<file path="config.mk">
export PLATFORM = sky130hd
export DESIGN_NAME = gc_scheduler
export DESIGN_NICKNAME = d
export VERILOG_FILES = /design/src/rtl/gc_scheduler.sv
export SDC_FILE = /design/constraint.sdc
export NUM_CORES = 1
export LEC_CHECK = 0
export CAP_MARGIN = 5
export CORE_MARGIN = 2
export CORE_UTILIZATION = 30
export CTS_BUF_LIST = sky130_fd_sc_hd__clkbuf_8
export CTS_CLUSTER_DIAMETER = 30
export DETAILED_ROUTE_END_ITERATION = 10
export PLACE_DENSITY = 0.44
export SLEW_MARGIN = 20
export SYNTH_ARGS = -nofsm -noshare
export SYNTH_HDL_FRONTEND = slang
export SYNTH_SLANG_ARGS = --single-unit
</file>
<file path="constraint.sdc">
create_clock -name CLK -period 2.7 [get_ports CLK]
set_clock_uncertainty 0.15 [all_clocks]
set_input_delay 0.405 -clock CLK [delete_from_list [all_inputs] [get_ports CLK]]
set_output_delay 0.405 -clock CLK [all_outputs]
set_load 0.01 [all_outputs]
</file>
<file path="src/rtl/gc_scheduler.sv">
`timescale 1ns/1ps
// ---------------------------------------------------------------------------
// gc_scheduler
//
// Purpose:
//   Sequences garbage collection for the NVM block manager. Block numbers that
//   the remapping table reports as invalid are queued in a small FIFO. Once
//   the queue holds at least GC_THRESH entries, a GC window is requested from
//   the overall controller. When granted, one victim block at a time is moved
//   (valid pages relocated by the remap table) and then erased. The move
//   phase yields to host traffic by pausing and raising gc_interrupt. The
//   erase phase is not preemptible.
//
// Parameters:
//   BLK_W      width of a block number
//   FIFO_DEPTH invalid-block queue entries (power of two)
//   GC_THRESH  queue occupancy at or above which GC is requested (1..FIFO_DEPTH)
//   ERASE_CYC  cycles erase_en is held per erase (>= 1)
//
// Ports:
//   CLK            in   system clock
//   RST            in   synchronous active-high reset
//   invalid_flag   in   push invalid_blk into the queue this cycle
//   invalid_blk    in   block number that became invalid
//   gc_start       in   controller grants the GC window
//   active_request in   host access pending; preempts the move phase
//   move_done_flag in   remap table finished relocating active_blk
//   gc_request     out  GC window requested
//   gc_interrupt   out  GC paused for the host
//   request_done   out  one-cycle pulse when a victim is fully reclaimed
//   active_blk     out  victim block being relocated
//   move_flag      out  remap table is to relocate pages out of active_blk
//   erase_blk      out  block being erased
//   erase_en       out  erase strobe to the array
//   fifo_count     out  queue occupancy
//   overflow       out  sticky; a push was dropped because the queue was full
// ---------------------------------------------------------------------------
module gc_scheduler #(
  parameter int BLK_W      = 8,
  parameter int FIFO_DEPTH = 8,
  parameter int GC_THRESH  = 4,
  parameter int ERASE_CYC  = 16
) (
  input  logic                          CLK,
  input  logic                          RST,
  input  logic                          invalid_flag,
  input  logic [BLK_W-1:0]              invalid_blk,
  input  logic                          gc_start,
  input  logic                          active_request,
  input  logic                          move_done_flag,
  output logic                          gc_request,
  output logic                          gc_interrupt,
  output logic                          request_done,
  output logic [BLK_W-1:0]              active_blk,
  output logic                          move_flag,
  output logic [BLK_W-1:0]              erase_blk,
  output logic                          erase_en,
  output logic [$clog2(FIFO_DEPTH):0]   fifo_count,
  output logic                          overflow
);

  localparam int PTR_W  = (FIFO_DEPTH > 1) ? $clog2(FIFO_DEPTH) : 1;
  localparam int CNT_W  = $clog2(FIFO_DEPTH) + 1;
  localparam int ECNT_W = (ERASE_CYC > 1) ? $clog2(ERASE_CYC) : 1;

  localparam logic [CNT_W-1:0]  THRESH_C    = CNT_W'(GC_THRESH);
  localparam logic [CNT_W-1:0]  DEPTH_C     = CNT_W'(FIFO_DEPTH);
  localparam logic [PTR_W-1:0]  LAST_PTR    = PTR_W'(FIFO_DEPTH - 1);
  localparam logic [ECNT_W-1:0] ERASE_START = ECNT_W'(ERASE_CYC - 1);

  localparam logic [2:0] S_IDLE  = 3'd0;
  localparam logic [2:0] S_REQ   = 3'd1;
  localparam logic [2:0] S_MOVE  = 3'd2;
  localparam logic [2:0] S_PAUSE = 3'd3;
  localparam logic [2:0] S_ERASE = 3'd4;
  localparam logic [2:0] S_DONE  = 3'd5;

  logic [2:0]        state;
  logic [ECNT_W-1:0] erase_cnt;

  logic [BLK_W-1:0]  mem [FIFO_DEPTH];
  logic [PTR_W-1:0]  rd_ptr;
  logic [PTR_W-1:0]  wr_ptr;

  logic fifo_full;
  logic pop;
  logic push_ok;

  // Pointer advance with explicit wrap so non-power-of-two depths still work.
  function automatic logic [PTR_W-1:0] ptr_next(input logic [PTR_W-1:0] p);
    return (p == LAST_PTR) ? '0 : p + 1'b1;
  endfunction

  // The only pop is the REQ->MOVE handoff; a push while full is accepted only
  // when that handoff frees a slot in the same cycle.
  always_comb begin
    fifo_full = (fifo_count == DEPTH_C);
    pop       = (state == S_REQ) && gc_start && !active_request;
    push_ok   = invalid_flag && (!fifo_full || pop);
  end

  // Queue storage has no reset; occupancy and pointers alone define validity.
  always_ff @(posedge CLK) begin
    if (push_ok) begin
      mem[wr_ptr] <= invalid_blk;
    end
  end

  // Queue bookkeeping. When full with a simultaneous push and pop, wr_ptr and
  // rd_ptr point at the same slot: the old head is read out this cycle while
  // the new entry replaces it, so the count stays at full.
  always_ff @(posedge CLK) begin
    if (RST) begin
      rd_ptr     <= '0;
      wr_ptr     <= '0;
      fifo_count <= '0;
      overflow   <= 1'b0;
    end else begin
      if (push_ok) begin
        wr_ptr <= ptr_next(wr_ptr);
      end
      if (pop) begin
        rd_ptr <= ptr_next(rd_ptr);
      end
      case ({push_ok, pop})
        2'b10:   fifo_count <= fifo_count + 1'b1;
        2'b01:   fifo_count <= fifo_count - 1'b1;
        default: fifo_count <= fifo_count;
      endcase
      if (invalid_flag && !push_ok) begin
        overflow <= 1'b1;
      end
    end
  end

  // GC sequencing. active_blk is captured from the queue head at the pop, and
  // erase_blk is copied from active_blk when the move completes, so both stay
  // stable for the whole phase they describe.
  always_ff @(posedge CLK) begin
    if (RST) begin
      state      <= S_IDLE;
      active_blk <= '0;
      erase_blk  <= '0;
      erase_cnt  <= '0;
    end else begin
      case (state)
        S_IDLE: begin
          if (fifo_count >= THRESH_C) begin
            state <= S_REQ;
          end
        end
        S_REQ: begin
          if (pop) begin
            active_blk <= mem[rd_ptr];
            state      <= S_MOVE;
          end
        end
        S_MOVE: begin
          if (move_done_flag) begin
            erase_blk <= active_blk;
            erase_cnt <= ERASE_START;
            state     <= S_ERASE;
          end else if (active_request) begin
            state <= S_PAUSE;
          end
        end
        S_PAUSE: begin
          if (!active_request) begin
            state <= S_MOVE;
          end
        end
        S_ERASE: begin
          if (erase_cnt == '0) begin
            state <= S_DONE;
          end else begin
            erase_cnt <= erase_cnt - 1'b1;
          end
        end
        S_DONE: begin
          state <= S_IDLE;
        end
        default: begin
          state <= S_IDLE;
        end
      endcase
    end
  end

  // Strobes are pure decodes of the registered state.
  always_comb begin
    gc_request   = 1'b0;
    gc_interrupt = 1'b0;
    request_done = 1'b0;
    move_flag    = 1'b0;
    erase_en     = 1'b0;
    case (state)
      S_REQ: begin
        gc_request = 1'b1;
      end
      S_MOVE: begin
        gc_request = 1'b1;
        move_flag  = 1'b1;
      end
      S_PAUSE: begin
        gc_request   = 1'b1;
        gc_interrupt = 1'b1;
      end
      S_ERASE: begin
        gc_request = 1'b1;
        erase_en   = 1'b1;
      end
      S_DONE: begin
        request_done = 1'b1;
      end
      default: begin
        gc_request = 1'b0;
      end
    endcase
  end

endmodule

</file>
* Word level (Yosys, flattened, before mapping)
Memory sizes are Yosys's and may differ from the RTL's. A register that Yosys moved wholly into a read port is not among the register bits.
Index checks and enable logic that the tools add are counted.
** Storage, ports and cells
- Flip-flop bits (word level) :: 26
- Bits in writable memories :: 64
- Input bits :: 14
- Output and inout bits :: 26
- Logic and storage cells :: 68
- Memories kept :: 1
** Operators by class
- Add/sub/neg operators :: 5
- Order comparisons :: 1
- Equality and inequality tests :: 17
- Multiplexer cells :: 20
- Reductions and logical operators :: 17
** Memory list
- mem :: words 8, bits a word 8, rd ports 1, clocked after memory_dff 1, wr ports 1, line 81 : logic [BLK_W-1:0] mem [FIFO_DEPTH];
** Operator list (number)
- 3-bit 2-to-1 mux :: 8
- 4-bit one-hot mux with 2 select lines :: 2
- 3-bit one-hot mux with 5 select lines :: 1
- 3-bit equality test (second input constant) :: 4
- 2-bit inequality test (second input constant) :: 6
- 4-bit 2-to-1 mux :: 2
- 4-bit by 1-bit subtractor with 4-bit output (second input constant) :: 2
- 1-bit 2-to-1 mux :: 7
- 3-bit by 1-bit adder with 3-bit output (second input constant) :: 2
- 3-bit by 2-bit equality test with 1-bit output (second input constant) :: 2
- 5-bit AND reduction :: 1
- 4-bit by 1-bit adder with 4-bit output (second input constant) :: 1
- 4-bit equality test (second input constant) :: 1
- 4-bit by 3-bit greater-or-equal comparator with 1-bit output (second input constant) :: 1
- 1-bit logical AND :: 4
- 4-bit logical NOT :: 1
- 2-bit AND reduction :: 2
- 2-bit nonzero test :: 2
- 4-bit OR reduction :: 1
- 3-bit by 1-bit equality test with 1-bit output (second input constant) :: 1
- 1-bit logical NOT :: 3
- 3-bit logical NOT :: 1
- 3-bit inequality test (second input constant) :: 1
- 3-bit AND reduction :: 1
- 3 further kinds :: 3

* Longest topological paths before layout
Gate-level depths: netlist (run 1).
- Depth in word-level cells :: 7
- Mapped depth :: 11
- Mapped depth without buffers :: 10

* Worst setup path before layout (run 1)
OpenSTA, ideal clock, no wires.
- Path type :: input -> register
- Start :: input port active_request
- End :: register fifo_count[3]
- Setup time :: 121 ps
- Arrival time :: 2180 ps
- Data required time :: 2429 ps
- Setup slack :: 250 ps
- Cell stages on the path :: 7
- Path buffers :: 1
- Cell sequence :: nand4bb_4 > nor2_1 > buf_4 > ha_1 > or3_1 > o32ai_1 > mux2_2
** Between the ends
- Word-level cells in the longest chain between the ends :: 6
- Elaborated cells between the ends (all ways) :: 8
- Classes of those cells :: 2 x eq/ne; 1 x mux; 5 x reduce/logical
** Ends and longest elaborated chain
- start: declaration :: line 49 : input logic active_request,
- 1-bit logical NOT *
- 1-bit logical AND * :: line 98 : pop = (state == S_REQ) && gc_start && !active_request;
- named net pop :: line 86 : logic pop;
- 1-bit logical OR :: line 99 : push_ok = invalid_flag && (!fifo_full || pop);
- 1-bit logical AND :: line 99
- 2-bit by 1-bit equality test with 1-bit output / 2-bit equality test (equally long branches) :: line 125 : case ({push_ok, pop})
- 4-bit one-hot mux with 2 select lines / 2-bit nonzero test (equally long branches)
- end signal: assignment :: line 126 : 2'b10: fifo_count <= fifo_count + 1'b1;
- end signal: assignment :: line 127 : 2'b01: fifo_count <= fifo_count - 1'b1;
- end signal: assignment :: line 128 : default: fifo_count <= fifo_count;
- end: declaration :: line 58 : output logic [$clog2(FIFO_DEPTH):0] fifo_count,
Mark *: on every way through the listed nets, which the timed path passes. The rest lies on a longest branch.
A chain may end at the register's enable or synchronous reset.

* Worst setup path in the final report (run 1)
- Start :: register state[1]
- End :: output port gc_interrupt
** Between the ends
- Word-level cells in the longest chain between the ends :: 2
** Ends and longest elaborated chain
- start: declaration :: line 78 : logic [2:0] state;
- start signal: assignment :: line 141 : state <= S_IDLE;
- start signal: assignment :: line 149 : state <= S_REQ;
- start signal: assignment :: line 155 : state <= S_MOVE;
- 3-bit by 2-bit equality test with 1-bit output :: line 196 : case (state)
- 1-bit 2-to-1 mux :: line 196
- end: declaration :: line 52 : output logic gc_interrupt,
Every way passes these cells.

==> results by stage, run 1 <==
Timing:
- Setup repair after global routing left no endpoint under its margin.
- After routing, the total negative slack on setup checks comes to 0 ns.
- Hold is met by 0.307 ns.
- Setup violations remaining at the end of the flow were counted as 0.
- The number of hold-slack violations in the final timing report is 0.
- The top achievable clock speed is 404 MHz.
- Dividing the final minimum period by the clock period gives 0.917.
- The final worst setup slack is 0.224 ns.
- In this run the tightest slew margin relative to its limit is 0.694.
- The final max-slew violation count is 0.
- The worst path needs 2.48 ns of the cycle, external delays included.
- The actual slew at the worst max-slew pin is 0.458 ns.

Finish:
- The repair_antennas step left the layout with diodes totalling 0.
- The final instance area is 0.00504 mm2.
- The net total in the final layout is 369.
- Compared with the post-synthesis result, the final layout area differs by 23.1%.
- The layout cell share with drive strength beyond 1 is 0.139.

Worst setup path:
- The critical path capture point type is an output port.
- In this design, the largest share of critical-path delay is due to buffers and inverters.
- The worst-case register-to-register setup slack is 0.24 ns.
- Walking the worst path, the cells encountered are inv_1, nor3_1, clkdlybuf4s50_1.
- The critical path in this run is classified as reg -> out.
- The critical-path cell with the highest stage delay is dfxtp_1.
- The largest fanout on the critical path is 12.
- The startpoint type of the worst setup path is a flop.
- The endpoint identified for the worst register-to-register timing path is fifo_count[3].
- The startpoint of the worst-slack reg-to-reg timing path is state[0].
- Counting cells, the worst reg-to-reg path comes to 7.
- Together, buffers and inverters on the worst path number 2.
- The delay of the slowest cell on the worst path is 0.62 ns.
- The startpoint of the most critical setup path is state[1].
- The arrival time of data at the critical path endpoint is 1.92 ns.
- Data on the critical path is required at its endpoint by 2.14 ns.

Synth:
- The share of the Yosys chip area taken by registers is 0.636.
- In this run, synthesis inferred 64 flip-flops with an integrated enable.
- Counting flops with an async set or reset pin after synthesis yields a share of 0.
- The most common cell in the synthesized netlist is edfxtp_1.
- The total of flip-flops plus latches after synthesis is 98.
- Of the post-synthesis cell area, the dominant cell type holds 0.469.
- The flip-flop cell with the highest count after synthesis is edfxtp_1.
- In this run, distinct cell masters in the synthesized netlist total 44.
- In the post-synthesis netlist, the biggest area contributors are edfxtp_1 47%, dfxtp_1 17%, mux4_1 10%.
- Yosys printed 0 warnings.
- Counting every net in the synthesized netlist gives 310.
- The commonest cells after synthesis are 64 x edfxtp_1, 34 x dfxtp_1, 28 x nor2_1, 22 x nand2_1, 17 x a21oi_1.
- In this run the cell area of the synthesized design comes to 0.00410 mm2.
- The library cell with the largest summed area after synthesis is edfxtp_1.
- The number of cells produced by synthesis is 288.
- A synthesized cell averages 14.2 um2.

Route:
- After detailed routing, the number of remaining DRC violations is 0.
- Detailed routing inserted a total of 2491 vias.
- In the final routed layout, each cell accounts on average for 16.1 um.
- In this run, the number of DRC markers left after iteration 0 of detailed routing was 97.
- The post-detailed-route via-to-cell ratio is 4.72.
- For this run, the detailed router's first-pass iteration total came to 4.
- Wires add up to 8.51 mm.
- Once detail routing completed, the nets flagged for antenna violations numbered 0.

CTS:
- The root buffer selected by CTS is clkbuf_8.
- The total of hold buffers inserted after clock tree synthesis is 0.
- The number of buffers added for setup after CTS is 0.
- The H-tree depth is 3.
- The number of sinks on the clock net is 98.
- TritonCTS built the clock tree.
- The post-cts resize count is 0.
- After clock tree synthesis, the clock-pin slew on the worst setup and hold paths is 0.10 ns.
- The insertion delay to the later sink of the worst-skew pair is 0.37 ns.
- Counting along the longest clock path gives a buffer depth of 2.
- The number of clock buffers added by TritonCTS is 9.

Worst hold path:
- For hold timing, the worst endpoint is erase_blk[5].
- The beginning of the worst hold path is erase_blk[5].
- The worst hold path was traced through 2 stages.
- The worst hold path class is reg -> reg.

Floorplanning:
- Measured along the x axis, the die boundary spans 121 um.
- From bottom edge to top edge, the die measures 121 um.
- The region available for standard cell placement spans 0.0133 mm2.
- The effective utilization at floorplan is 0.308.
- The area of the die is 0.0146 mm2.
- Pin placement for this block handled 40 I/O pins.
- The number of placement rows is 42.

Placement:
- The post-placement cell area is 0.00479 mm2.
- The number of input and output port buffers inserted is 39.
- Timing analysis after detailed placement gives a worst setup slack of -0.155 ns.
- The wire-length estimate of the detail-placed layout is 5.55 mm.
- At the end of routability-driven placement, the weighted congestion stood at 0.699.

Global route:
- The number of antenna violations at the first check in global routing is 0.
- The maximum number of pins on one net before global-route repair is 28.
- The first-pass GRT wire length is 13.9 mm.
- Global routing finished with a remaining overflow of 0.
- The global router's overall resource usage is 0.128.
- The via count of the first global-routing pass is 2545.

Outcome:
- The run finished with clean final reports.

Power:
- The worst ir drop on vdd is 0.000271 V.
- The total power per unit cell area is 591 mW/mm2.
- For this design the static power due to leakage is 1.69 nW.
- The power after layout is 0.00298 W.

Flow run:
- Across the run, the number of max-cap violations was 0.
## metal layers
layer  vias up  track usage  wire [um]
li1       1220            -          -
met1      1220        0.171       4170
met2        40        0.200       3940
met3        11       0.0255        245
met4         0       0.0574        159
met5         -            0          0
## layout make-up
cell class / instances / area, um2
Clock buffer: 10 / 138
Multi-Input combinational cell: 169 / 1370
Tap cell: 176 / 220
Clock inverter: 6 / 119
Fill cell: 1264 / 8250
Inverter: 7 / 26.3
Sequential cell: 98 / 2600
Timing Repair Buffer: 62 / 563
## flip-flops by register name, summed over array words and instances (netlist names)
register    flops
mem            64
erase_cnt       4
active_blk      8
overflow        1
erase_blk       8
fifo_count      4
wr_ptr          3
rd_ptr          3
state           3
## cells by family (layout without fill, tap and decap cells)
logic type	Yosys count	after routing	share of synthesized area
DFF	98	98	0.636
buffers and inverters	21	85	0.0290
AOI/OAI and AO/OA	46	46	0.0724
and+or+nand+nor	90	90	0.115
muxes	21	21	0.115
adders and majority gates	8	8	0.0244
xor gates and xnor gates	4	4	0.00856
## how the worst max path moves through the flow
stage	to	cells after the start
6_report	gc_interrupt	3
5_1_grt	fifo_count[2]	10
4_1_cts	gc_interrupt	3
3_5_place_dp	fifo_count[3]	8
3_3_place_gp	fifo_count[3]	8
2_1_floorplan	fifo_count[3]	7
## where the power goes
part           leakage [nW]  internal (W)  switching (W)
Clock                 0.129      0.000654       0.000539
Combinational         0.709     0.0000692      0.0000736
Sequential            0.856       0.00163      0.0000179
Total                  1.69       0.00235       0.000631
## per-stage QoR
| step | instances | utilization |
|---|---|---|
| after floorplan | 288 | - |
| after global placement | 512 | 0.360 |
| after detailed placement | 512 | 0.360 |
| after CTS | 528 | 0.379 |
| after global routing | 528 | 0.379 |
| final | 528 | 0.379 |
## cells in the final DEF (no fill, tap or decap), drive strengths merged, types with 7 or more instances in the layout
| cell type | Yosys | layout |
|---|---|---|
| edfxtp | 64 | 64 |
| clkdlybuf4s50 | 0 | 39 |
| dfxtp | 34 | 34 |
| nor2 | 28 | 28 |
| buf | 9 | 23 |
| nand2 | 22 | 22 |
| a21oi | 17 | 17 |
| mux4 | 16 | 16 |
| nor3 | 15 | 15 |
| clkbuf | 5 | 10 |
| inv | 7 | 10 |
| o22ai | 8 | 8 |
| ha | 8 | 8 |
| o21ai | 7 | 7 |
## worst min-delay path, delay by kind of cell (launching register included)
kind	cells	cell delay (ns)
AOI/OAI and AO/OA	1	0.05
DFF	1	0.32
and+or+nand+nor	1	0.05
(Power assumes the default switching activity.)
==> run 2, diff against run 1 <==
--- a/config.mk
+++ b/config.mk
@@ -7,11 +7,11 @@
 export LEC_CHECK = 0
 export CAP_MARGIN = 5
 export CORE_MARGIN = 2
-export CORE_UTILIZATION = 30
+export CORE_UTILIZATION = 48
 export CTS_BUF_LIST = sky130_fd_sc_hd__clkbuf_8
 export CTS_CLUSTER_DIAMETER = 30
 export DETAILED_ROUTE_END_ITERATION = 10
-export PLACE_DENSITY = 0.44
+export PLACE_DENSITY = 0.66
 export SLEW_MARGIN = 20
 export SYNTH_ARGS = -nofsm -noshare
 export SYNTH_HDL_FRONTEND = slang
==> run 2 against run 1 <==
Final area down 3.5%. Power down 11%. Die area down 36%. Sequential power about the same. Worst hold slack better by 0.0014 ns. Via count down 0.92%. Clock-buffer cell count down 1. Critical path depth up 8. Sequential share of layout area up 1.9 points. Worst setup slack better by 0.012 ns. Global-route usage up 4.2 points. Wire length down 15%.
==> results by stage, run 2 (same netlist as run 1, synthesis figures left out) <==
Power:
- The total power per unit cell area is 545 mW/mm2.
- Of the total power, the clock network draws 0.328.
- The switching fraction of total power is 0.229.
- Summed over all cells, the static leakage comes to 1.65 nW.
- Internal power comes to 0.00205 W.
- The worst ir drop on vdd is 0.000332 V.
- In this run the power spent charging and discharging nets is 0.000608 W.
- The fraction of power consumed by combinational cells is 0.052.
- Of the total power, registers draw 0.619.

Finish:
- Leaving out fill and tap cells, the most frequent cell in the layout is edfxtp_1.
- The number of filler cells placed in the layout is 661.
- In the final design database the tool counted 367 nets.
- The top cell types in the final layout, fill and taps aside, are 64 x edfxtp_1, 39 x clkdlybuf4s50_1, 33 x dfxtp_1.
- The number of flip-flops in the largest register is 64.
- Compared with the post-synthesis result, the final layout area differs by 18.8%.
- Counting flops per register, the top entry is mem.
- The multi-input combinational cells in the finished layout cover a total of 0.00137 mm2.
- The antenna diode count is 0.
- The largest registers in the layout are mem x64, active_blk x8, erase_blk x8.
- Registers take 0.00260 mm2.
- Of the cells placed in the final design, the portion with a size suffix greater than 1 is 0.134.

Floorplanning:
- The die is 96.4 um wide.
- The core footprint is 0.00826 mm2.
- The height of the die is 96.4 um.
- The number of placement rows is 33.
- For this design the top-level I/O count stands at 40.
- The effective utilization at floorplan is 0.496.
- The die covers 0.00929 mm2.

Global route:
- Entering global routing, the biggest net connects 38 pins.
- Across every metal layer, demand over resource in global routing totals 0.170.
- The sum of overflow across all layers after global routing is 0.
- The first global-routing pass estimated 11.5 mm of wire.
- The via count of the first global-routing pass is 2265.
- The number of antenna violations at the first check in global routing was 0.

Timing:
- The actual slew at the worst max-slew pin is 0.544 ns.
- Setup repair after global routing left no endpoint under its margin.
- The final max-slew violation count is 0.
- The clock period could shrink to 2.46 ns.
- Setup violations remaining at the end of the flow were counted as 0.
- Static timing analysis puts the maximum clock frequency at 406 MHz.
- Dividing the final minimum period by the clock period gives 0.912.
- The relative slew slack is 0.637.
- The worst hold slack is 0.308 ns.
- The number of hold-slack violations in the final timing report is 0.
- The final worst setup slack is 0.236 ns.

Placement:
- The global placer's final weighted congestion is 0.742.
- The HPWL after detailed placement is 4.87 mm.
- The number of input and output port buffers inserted is 39.
- Prior to clock tree synthesis, the placed netlist has a worst setup slack of -0.138 ns.

Route:
- The count of nets left with antenna violations once routing finished came out at 0.
- After the first detailed-routing iteration, the DRC count stood at 164.
- After detailed routing, the total wire length is 7.27 mm.
- The number of detailed-routing iterations run before antenna repair is 4.
- The via count is 2468.
- Dividing the detail-routed wire length by the instance count gives 16.0 um.
- In the routed layout, each cell is associated on average with a via count of 5.42.
- The post-detailed-route DRC marker count is 0.

Worst setup path:
- The startpoint of the worst-slack reg-to-reg timing path is fifo_count[0].
- The critical setup path kind is in -> reg.
- The worst register-to-register path ends at fifo_count[3].
- The cell depth of the worst flop-to-flop path is 7.
- The largest fanout on the critical path is 3.
- The most critical setup path has its endpoint at fifo_count[2].
- STA puts the critical path data required time at 2.84 ns.
- The critical path capture point type is a flop.
- The worst setup path is launched from an input port.
- The startpoint of the most critical setup path is active_request.
- The arrival time of data at the critical path endpoint is 2.60 ns.
- In this run the register-to-register setup slack is 0.31 ns.

CTS:
- TritonCTS created 9 clock buffers.
- The insertion delay to the later sink of the worst-skew pair is 0.35 ns.
- The H-tree depth is 3.
- The deepest clock path buffer count is 2.
- The cell sitting at the root of the clock tree is a clkbuf_8.
- After clock tree synthesis, the clock-pin slew on the worst setup and hold paths is 0.10 ns.
- The clock drives 98 sinks.
- TritonCTS built the clock tree.
- Once the clock tree was built, the setup fixing pass inserted 0 buffers.

Worst hold path:
- The min-delay analysis places its worst path in the category reg -> reg.

Outcome:
- The run finished with clean final reports.

Flow run:
- Max-cap violations in this run came to 0.
run 2: cell count changes in the layout (fill, tap and decap cells not counted):
cell	before	now
bufinv_16	3	0
buf_4	23	21
clkinv_4	0	2
clkbuf_8	10	9
clkinv_1	0	1
dfxtp_1	34	33
dfxtp_2	0	1
inv_6	2	3
run 2: how the worst min path moves through the flow:
| stage | from | endpoint | slack (ns) | depth (start not counted) |
|---|---|---|---|---|
| floorplan | erase_cnt[0] | erase_cnt[0] | 0.32 | 1 |
| global placement | overflow | overflow | 0.28 | 2 |
| detailed placement | overflow | overflow | 0.30 | 2 |
| CTS | erase_blk[3] | erase_blk[3] | 0.31 | 2 |
| global route | overflow | overflow | 0.33 | 2 |
| finish | erase_blk[3] | erase_blk[3] | 0.31 | 2 |
run 2: critical path, stage by stage:
cell             delay [ns]
clkdlybuf4s50_1        0.43
nand4bb_4              0.26
o21ai_2                0.16
nand2_1                0.11
ha_1                   0.22
xor2_1                 0.15
ha_1                   0.18
a21oi_1                0.15
xor2_1                 0.09
or3_1                  0.31
a21oi_1                0.14
run 2: routing by layer:
metal	part of all wire	track usage	up-vias
li1	-	-	1221
met1	0.45	0.230	1181
met2	0.50	0.278	60
met3	0.045	0.0282	6
met4	0.0091	0.0634	0
met5	0	0	-
run 2: metrics by stage:
stage               std cells  total power, W  TNS [ns]   util  area (um2)
CTS                       455         0.00268         0  0.589        4860
global route              455         0.00277         0  0.589        4870
floorplan                 288         0.00174         0      -        4100
global placement          439         0.00181    -0.159  0.567        4680
finish                    455         0.00265         0  0.589        4870
detailed placement        439         0.00182    -0.259  0.567        4680
run 2: power by group through the flow:
stage	clock [W]	combinational, W	sequential [W]
after floorplan	0	0.0000677	0.00167
after global placement	0	0.000137	0.00168
after detailed placement	0	0.000140	0.00168
after CTS	0.000898	0.000140	0.00164
after global routing	0.000966	0.000154	0.00165
final	0.000872	0.000139	0.00164
run 2: final cells by class:
type,instances,share of cell area
clock buffer,9,0.0255
clock inverter,7,0.0121
inverter,7,0.00540
multi-input combinational,169,0.282
sequential,98,0.535
tap,105,0.0270
timing repair buffer,60,0.113
run 2: what timing repair did:
| item | in CTS | in global routing |
|---|---|---|
| hold buffers | 0 | 0 |
| endpoints found under the setup margin | 0 | 1 |
| gates resized for setup | 0 | 1 |
==> run 3, diff against run 2 <==
--- a/config.mk
+++ b/config.mk
@@ -5,6 +5,7 @@
 export SDC_FILE = /design/constraint.sdc
 export NUM_CORES = 1
 export LEC_CHECK = 0
+export ABC_AREA = 1
 export CAP_MARGIN = 5
 export CORE_MARGIN = 2
 export CORE_UTILIZATION = 48
==> run 3 against run 2 <==
Sequential share of layout area shrank 1.0 points. Clock-buffer cell count is the same. Die area grew 2.1%. Synthesized area grew 2.2%. Utilization shrank 1.3 points. Sequential power grew 9%. Largest cell class unchanged. Highest routed layer unchanged.
==> results by stage, run 3 <==
Worst setup path:
- The worst setup path is captured at a flop.
- Data arrives at the worst endpoint at 2.35 ns.
- In this run the worst path has a maximum fanout of 4.
- The worst setup path is launched from an input port.
- The critical setup path kind is in -> reg.
- In this run the critical register-to-register path is launched from fifo_count[3].
- For the worst setup path, the data required time is 2.82 ns.
- The startpoint of the most critical setup path is gc_start.
- The number of cells on the worst reg-to-reg path is 11.

Synth:
- By area, the combinational part of the netlist is dominated by simple AND/OR/NAND/NOR gates.
- During synthesis, Yosys emitted a total of 0 warnings.
- The total of flip-flops plus latches after synthesis is 98.
- Measured against the total synthesized area, the mux share comes to 0.
- In the synthesized netlist the dominant register cell turns out to be edfxtp_1.
- The most common cell in the synthesized netlist is nor2_1.
- The number of cells produced by synthesis is 427.
- Ranked by instance count, the synthesized netlist is headed by 82 x nor2_1, 66 x nand2_1, 64 x edfxtp_1, 40 x o21ai_0, 35 x nand3_1.
- The library cell with the largest summed area after synthesis is edfxtp_1.
- The unique cell type count in the Yosys netlist is 30.
- The portion of synthesized cell area occupied by the leading cell type is 0.459.
- The number of enable flip-flop cells after synthesis is 64.
- The cell area that synthesis handed to floorplanning was 0.00419 mm2.
- Of the total synthesized cell area, the portion taken by full adders, half adders and majority gates is 0.0239.
- Ranked by total cell area, the synthesized netlist is headed by edfxtp_1 46%, dfxtp_1 16%, nor2_1 7.4%.
- The xor-xnor portion of the synthesized cell area is 0.00628.
- The share of the synthesized area in compound gates (AO/OA/AOI/OAI) is 0.0792.
- The part of the Yosys area used for sequential elements is 0.622.
- The synthesized netlist net count is 449.
- The post-synthesis simple-gate area fraction is 0.213.
- The per-instance average area after synthesis is 9.80 um2.
- In the synthesized netlist the async set-or-reset flop fraction comes to 0.

Placement:
- The HPWL after detailed placement is 5.62 mm.
- The number of input and output port buffers inserted is 39.
- Prior to clock tree synthesis, the placed netlist has a worst setup slack of 0.0454 ns.
- The global placer's final weighted congestion is 0.771.

Finish:
- The net total in the final layout is 498.
- The number of flip-flops in the largest register is 64.
- In the final layout, the share of cells above drive strength 1 is 0.0936.
- More flip-flops sit in one register than any other, and that register is mem.
- Measured on the finished design, the core utilization comes to 0.577.
- The antenna diode count is 0.
- From synthesis to final layout, the design area changed by 18.4%.
- The library cells used most frequently in the layout, excluding fill and tap cells, are 82 x nor2_1, 66 x nand2_1, 64 x edfxtp_1.
- The largest registers in the layout are mem x64, active_blk x8, erase_blk x8.
- The most common library cell in the layout ignoring fill and taps is nor2_1.

CTS:
- The number of sinks on the clock net is 98.
- The clock slew at the register clock pins of the worst setup and hold paths is 0.10 ns.
- The H-tree depth is 3.
- TritonCTS created 9 clock buffers.
- TritonCTS built the clock tree.
- The clock reaches the later pin of the worst-skew pair after 0.36 ns.
- CTS placed an instance of clkbuf_8 at the clock tree root.
- The deepest clock path buffer count is 2.
- Gates resized during post-CTS repair numbered 0.
- The total of hold buffers inserted after clock tree synthesis is 0.
- The number of buffers added for setup after CTS is 0.

Timing:
- The number of failing setup endpoints in the final timing report is 0.
- The worst hold slack is 0.313 ns.
- The number of hold-slack violations in the final timing report is 0.
- The final max-slew violation count came to 0.
- The share of the cycle needed by the critical path after routing is 0.829.
- In the post-route analysis, the smallest setup slack over all paths is 0.463 ns.
- Setup repair after global routing left no endpoint under its margin.
- For this run, the top clock speed supported by timing is 447 MHz.
- The worst path in the final design needs a cycle of 2.24 ns, including I/O delays and setup.
- The actual slew at the worst max-slew pin is 0.524 ns.
- In this run the tightest slew margin relative to its limit is 0.650.
- The final setup TNS is 0 ns.

Floorplanning:
- The die is 97.4 um tall.
- The width of the chip is 97.4 um.
- The core footprint is 0.00859 mm2.
- The number of placement rows is 34.
- The die covers 0.00948 mm2.
- Pin placement for this block handled 40 I/O pins.
- The effective utilization at floorplan is 0.487.

Route:
- The detail route stage leaves a number of antenna-violating nets equal to 0.
- The routed length per placed instance is 14.3 um.
- The post-detailed-route via-to-cell ratio is 5.12.
- The via count is 3015.
- The violation count after the first detailed-routing iteration is 197.
- For this run, design rule violations remaining after detail routing come to 0.
- The first detailed-routing pass took 5 iterations.
- The final layout contains routed wiring with a total length of 8.40 mm.

Outcome:
- The run finished with clean final reports.

Global route:
- The first-pass GRT wire length is 13.9 mm.
- The maximum number of pins on one net before global-route repair is 35.
- The global router's overall resource usage is 0.186.
- The sum of overflow across all layers after global routing is 0.
- The via count of the first global-routing pass is 2864.
- The number of antenna violations at the first check in global routing is 0.

Power:
- In this run the static leakage power is 1.89 nW.
- Internal power comes to 0.00255 W.
- The share of power burned in registers is 0.493.
- The fraction of power consumed by combinational cells is 0.216.
- The worst ir drop on vdd is 0.000249 V.
- Overall power consumption after layout is estimated at 0.00360 W.
- For this design the ratio of total power to cell area is 727 mW/mm2.
- The net switching power is 0.00105 W.
- The switching fraction of total power is 0.291.
- The clock network fraction of total power is 0.291.

Flow run:
- The tool flagged a number of max-cap violations equal to 0.

Worst hold path:
- The worst hold path class is reg -> reg.
- The worst hold path passes through 2 cells.
- The startpoint identified for the worst hold timing path is overflow.
run 3: area by class of cell:
cell class	instances	area [um2]
Tap cell	108	135
Clock buffer	9	124
Clock inverter	7	100
Sequential cell	98	2600
Multi-Input combinational cell	281	1350
Inverter	31	133
Fill cell	749	3640
Timing Repair Buffer	55	510
run 3: logic make-up after synthesis:
kind of cell / after synthesis
buffers and inverters: 48
adders and majority gates: 8
xor gates and xnor gates: 3
AOI/OAI and AO/OA: 66
and+or+nand+nor: 204
DFF: 98
run 3: path summary, 6_finish.rpt:
path | endpoint | slack (ns)
worst min-delay path | overflow | 0.31
worst min register to register | overflow | 0.31
worst max-delay path | fifo_count[2] | 0.46
worst max register to register | fifo_count[2] | 0.56
run 3: critical path, cell delays in order:
cell             delay [ns]
clkdlybuf4s50_1        0.45
inv_1                  0.04
nor2_2                 0.15
nand4_4                0.14
nand2_4                0.11
nand2_4                0.05
ha_1                   0.23
xor2_1                 0.18
ha_1                   0.19
a21oi_1                0.15
xnor2_1                0.08
o21ai_0                0.14
inv_1                  0.05
run 3: per-stage QoR:
stage          cell area [um2]  cells
2_1_floorplan             4190    427
3_3_place_gp              4730    573
3_5_place_dp              4730    573
4_1_cts                   4960    589
5_1_grt                   4960    589
6_report                  4960    589
run 3: power groups by stage:
stage | Combinational, W | Clock (W) | Sequential, W
after floorplan | 0.000502 | 0 | 0.00181
after global placement | 0.000769 | 0 | 0.00181
after detailed placement | 0.000785 | 0 | 0.00181
after CTS | 0.000789 | 0.00107 | 0.00178
after global routing | 0.000876 | 0.00113 | 0.00179
final | 0.000777 | 0.00105 | 0.00178
run 3: routing by layer:
metal / up-vias / part of all wire / track usage
met4: 0 / 0.015 / 0.0598
li1: 1530 / - / -
met5: - / 0 / 0
met3: 11 / 0.061 / 0.0424
met1: 1400 / 0.44 / 0.245
met2: 74 / 0.49 / 0.308
